--- config.mk ---
export PLATFORM = sky130hd
export DESIGN_NAME = fsk_phase_gen
export DESIGN_NICKNAME = d
export VERILOG_FILES = /design/src/rtl/fsk_phase_gen.sv
export SDC_FILE = /design/constraint.sdc
export NUM_CORES = 1
export LEC_CHECK = 0
export CAP_MARGIN = 5
export CORE_MARGIN = 4
export CORE_UTILIZATION = 42
export DETAILED_ROUTE_END_ITERATION = 7
export PLACE_DENSITY = 0.78
export SKIP_CTS_REPAIR_TIMING = 1
export SLEW_MARGIN = 20
export SYNTH_ARGS = -nofsm -noshare
export SYNTH_HDL_FRONTEND = slang
export SYNTH_SLANG_ARGS = --single-unit
--- constraint.sdc ---
create_clock -name clk -period 7.55 [get_ports clk]
set_input_delay 0.755 -clock clk [delete_from_list [all_inputs] [get_ports clk]]
set_output_delay 0.755 -clock clk [all_outputs]
set_load 0.05 [all_outputs]
--- src/rtl/fsk_phase_gen.sv ---
// Continuous-phase FSK phase generator: one data bit in, SAMPLES_PER_BIT phase
// samples out, phase carried across bit boundaries without discontinuity.
module fsk_phase_gen #(
  parameter int SAMPLES_PER_BIT = 16
) (
  input  logic        clk,
  input  logic        reset,
  input  logic [31:0] tw_mark,
  input  logic [31:0] tw_space,
  input  logic        bit_in,
  input  logic        bit_valid,
  output logic        bit_ready,
  input  logic        phase_clr,
  output logic [31:0] phase_out,
  output logic        phase_valid,
  output logic        bit_strobe,
  output logic        busy,
  output logic        state_dbg
);

  localparam int CW = $clog2(SAMPLES_PER_BIT);
  localparam logic [CW-1:0] LAST = CW'(SAMPLES_PER_BIT - 1);

  typedef enum logic {
    IDLE = 1'b0,
    SEND = 1'b1
  } state_t;

  state_t        state;
  logic [CW-1:0] cnt;
  logic [31:0]   tw_cur;
  logic          last_sample;
  logic          accept;

  // Handshake: a bit transfers on any rising edge where bit_valid and bit_ready
  // are both high; bit_ready is combinational from state so the next bit can be
  // taken on the edge that produces the last sample of the current one.
  assign last_sample = (state == SEND) && (cnt == LAST);
  assign bit_ready   = (state == IDLE) || last_sample;
  assign accept      = bit_valid && bit_ready;
  assign busy        = (state == SEND);
  assign state_dbg   = state;

  always_ff @(posedge clk or negedge reset) begin
    if (!reset) begin
      state       <= IDLE;
      cnt         <= '0;
      tw_cur      <= '0;
      phase_out   <= '0;
      phase_valid <= 1'b0;
      bit_strobe  <= 1'b0;
    end else begin
      case (state)
        IDLE: begin
          phase_valid <= 1'b0;
          bit_strobe  <= 1'b0;
          if (accept) begin
            tw_cur <= bit_in ? tw_mark : tw_space;
            cnt    <= '0;
            state  <= SEND;
          end
        end
        SEND: begin
          phase_out   <= phase_out + tw_cur;
          phase_valid <= 1'b1;
          cnt         <= cnt + CW'(1);
          bit_strobe  <= last_sample;
          if (last_sample) begin
            if (bit_valid) begin
              tw_cur <= bit_in ? tw_mark : tw_space;
              cnt    <= '0;
            end else begin
              cnt   <= '0;
              state <= IDLE;
            end
          end
        end
        default: state <= IDLE;
      endcase
      // Clear wins over this edge's accumulation; sequencing is untouched.
      if (phase_clr) phase_out <= '0;
    end
  end

endmodule

=== Yosys cells after proc, flatten, opt, wreduce, memory -nomap -nowiden ===
Index checks and enable logic that the tools add are counted.

* Output and inout port bits: 37
* Register bits: 71

* Equality and inequality tests: 4
* Muxes and demuxes: 16
* Bitwise logic cells: 1
* Reductions and logical operators: 5
* $add $sub $neg: 2

{| class="wikitable"
|+ Operators by type and width
! operator !! count
|-
| 32-bit 2-to-1 mux || 6
|-
| 32-bit one-hot mux with 2 select lines || 1
|-
| 32-bit adder || 1
|-
| 4-bit 2-to-1 mux || 2
|-
| 4-bit one-hot mux with 2 select lines || 1
|-
| 1-bit one-hot mux with 2 select lines || 3
|-
| 4-bit by 1-bit adder with 4-bit output (second input constant) || 1
|-
| 4-bit == test (second input constant) || 1
|-
| 2-bit inequality test (second input constant) || 2
|-
| 1-bit 2-to-1 mux || 3
|-
| 3-bit AND reduction || 1
|-
| 1-bit logical AND || 2
|-
| 2-bit by 1-bit inequality test with 1-bit output (second input constant) || 1
|-
| 2-bit nonzero test || 1
|-
| 1-bit logical OR || 1
|-
| 1-bit inverter || 1
|}

=== Longest topological paths before layout ===
* Word-level depth: 6
* Depth in mapped cells: 12
* Depth with buffers taken out: 12

=== Least setup slack after synthesis ===
OpenSTA, ideal clock, no wires.

* Path type: reg-to-reg
* From: reg phase_out[0]
* To: reg phase_out[30]
* Clock period less this slack: 2.905 ns
* Required time: 7.463 ns
* Arrival time: 2.818 ns
* Path slack: 4.645 ns
* Cell stages (with the launch flop): 13
* Buffers on the path: 0
* Cell sequence: dfrtp_1 > ha_1 > inv_1 > fa_1 > nor2b_1 > o31a_2 > o2111ai_1 > nand2_2 > a21oi_1 > o31a_1 > o41ai_2 > xnor2_1 > a211oi_2

* Word-level cells in the longest chain between the ends: 3

{| class="wikitable"
|+ Ends and longest elaborated chain
! item !! line !! RTL
|-
| from (decl) || 14 || <nowiki>output logic [31:0] phase_out,</nowiki>
|-
| from (signal assigned) || 64 || <nowiki>phase_out <= phase_out + tw_cur;</nowiki>
|-
| 32-bit adder || 64 ||
|-
| 32-bit 2-to-1 mux || 53 || <nowiki>case (state)</nowiki>
|-
| 32-bit 2-to-1 mux || 81 || <nowiki>if (phase_clr) phase_out <= '0;</nowiki>
|}

No other way between the ends. The select of a mux whose other input is x is not followed.
A chain may end at the register's enable or synchronous reset.

=== Worst setup path after layout ===
Ends and elaborated chain as after synthesis.

==> qor.yml <==
rows: 38
worst_slew_pin_slew_ns: 0.979
rr_worst_depth: 12
crit_path_end: "phase_out[30]"
fp.coreArea_um2: 10900
timing.final.crit_period_ns: 2.83
overflow: 0
via_per_inst: 5.56
ys_warn_count: 0
hold_class: "reg2reg"
clock_latency_ns: 0.33
fmax_mhz: 354
grt_max_degree: 72
synth_compound_area_share_pct: 20.2
syn2layout_area_growth_pct: 31.1
mostFrequentLayoutCell: "clkdlybuf4s50_1"
async_reset_ff_share_pct: 100
num_vias: 4203
routed_wl_um: 12200
cts_sinks: 71
synth_top_family_by_area: "compound AO/OA/AOI/OAI gates"
hp-start: "busy"
worst_clock_skew_ns: 0.0102
maxCapViolCount: 0
critPathRequiredTime_ns: 7.79
timing.hold.ws_ns: 0.439
end_kind: "register"
pwr_density_cell_nw_per_um2: 533
gp_congestion: 0.921
die_w_um: 114
n_antenna_cell: 0
yosys.area_share.adder_pct: 8.84
avgSynthCellArea_um2: 9.09
yosys.area_share.simple_pct: 15.1
synth-seq-area-share_pct: 37.4
cts_root_buf: "clkbuf_16"
cts_buffers: 9
synth_mux_area_share_pct: 11.2
path_max_fanout: 5
die_area_um2: 13100
wl_per_cell_um: 16.2
initial_utilization_pct: 43.5
drt_iter0_drc: 170
h-tree-depth: 3
antenna_left: 0
post-place-cells: 740
dp_hpwl_um: 9120
rrSetupSlack_ns: 4.72
pin_count: 106
hold_violations: 0
ys_types: 53
design_area_um2: 6230
grt_pass1_wl_um: 20400
grt_setup_unrepaired: "false"
slew-limit-headroom_pct: 34.7
clockBufferDepth: 2
fp.dieH_um: 114
antenna_found_initial: 0
vdd_ir_drop_max_uv: 215
dpl_cell_area_um2: 5870
drive_above_1_share_pct: 5.84
dr.pass1.iters: 4
clk_pin_slew_ns: 0.06
netlist_instances: 523
start_kind: "register"
ys_ff_latch: 71
synth-edff-count: 0
hold_depth: 0
synth_top_area_share_pct: 37.4
worstSetupStartpoint: "phase_out[0]"
final_max_slew_viol_count: 0
post-route-period-util_pct: 37.5
yosys-top-cells-area: "dfrtp_1 37%, mux2i_1 11%, ha_1 8.4%"
synth.net_count: 625
outcome: "finished clean"
p_leak_nw: 2.94
synth_top_area_cell: "dfrtp_1"
layoutNonFillerInstCount: 756
worst_ep_arrival_time_ns: 3.07
drt_drc_violations_left: 0
critical_path_class: "reg2reg"
r2r-end: "phase_out[30]"
gr-usage-all-layers_pct: 19.1
r2r_start: "phase_out[0]"
grt_pass1_vias: 4275
timing.setup.tns_ns: 0
portBuffers: 105
layout_common_cells: "103 x clkdlybuf4s50_1, 76 x nor2_1, 70 x dfrtp_1, 63 x a21oi_1, 52 x mux2i_1"
setup_viol: 0
synth_flop_cell: "dfrtp_1"
total_power_mw: 3.32
synth_area_um2: 4750
synth-xor-area-share_pct: 4.42
final_nets: 713
tritoncts: "built"
metal layers:
metal / vias to the layer above / global-route usage (%) / routed length [µm] / part of all wire [%]
li1: 2058 / - / - / -
met1: 1999 / 24.7 / 5340 / 44
met2: 126 / 31.0 / 5840 / 48
met3: 20 / 5.13 / 820 / 6.7
met4: 0 / 6.33 / 223 / 1.8
met5: - / 0 / 0 / 0
report_power, final:
group / switching (mW) / internal, mW / leakage [nW]
Combinational: 1.24 / 0.877 / 1.91
Clock: 0.164 / 0.341 / 0.176
Sequential: 0.139 / 0.563 / 0.853
Total: 1.54 / 1.78 / 2.94
synthesized netlist by cell type, types with 2 or more instances:
cell	number
o2111ai_1	3
a21oi_1	63
o41ai_2	2
xor2_1	11
nand3_1	15
nor2_1	76
nand2b_1	6
xnor2_1	13
o21a_1	4
mux2i_1	52
o31a_1	2
and4_1	2
a311oi_1	2
nor2b_1	7
dfrtp_1	71
clkbuf_1	25
buf_2	2
a31oi_1	6
inv_1	4
o21ai_0	16
a211o_1	4
a31o_2	2
a21o_1	23
nand2_1	33
nand4_1	5
and2_1	2
buf_1	3
ha_1	32
nor3_1	4
o211ai_1	4
a211oi_1	7
how the worst min path moves through the flow:
stage | to | slack (ns)
after floorplan | bit_strobe | 0.46
after global placement | phase_valid | 0.42
after detailed placement | phase_valid | 0.43
after CTS | phase_valid | 0.44
after global routing | phase_valid | 0.47
final | phase_valid | 0.44
state kept, by name (all words and copies together) (netlist names):
signal / count
bit_strobe: 1
busy: 1
cnt: 4
phase_out: 32
phase_valid: 1
tw_cur: 32
logic make-up after synthesis:
kind of cell	after synthesis
AO/OA/AOI/OAI	148
XOR/XNOR	24
adder cells (fa/ha/maj)	33
buffers and inverters	35
flip-flops	71
multiplexers	53
AND/OR/NAND/NOR	159
critical path, stage by stage, from the launching register on:
cell       delay (ns)
dfrtp_1          0.37
ha_1             0.18
inv_1            0.06
fa_1             0.40
nor2b_1          0.16
o31a_2           0.17
o2111ai_1        0.12
nand2_2          0.14
a21oi_1          0.11
o31a_1           0.35
o41ai_2          0.34
xnor2_1          0.12
a211oi_2         0.21
layout make-up:
type	instances	area (µm²)
Clock buffer	11	253
Sequential cell	71	1780
Clock inverter	5	104
Inverter	4	15.0
Fill cell	1017	4700
Timing Repair Buffer	108	1060
Tap cell	140	175
Multi-Input combinational cell	417	2840
metrics by stage:
stage               setup WS, ns  utilization (%)
detailed placement          4.73             53.7
finish                      4.72             57.0
global placement            4.86             53.7
global route                4.59             57.0
CTS                         4.71             57.0
floorplan                   4.65                -
Power figures use the tool's default switching activity.
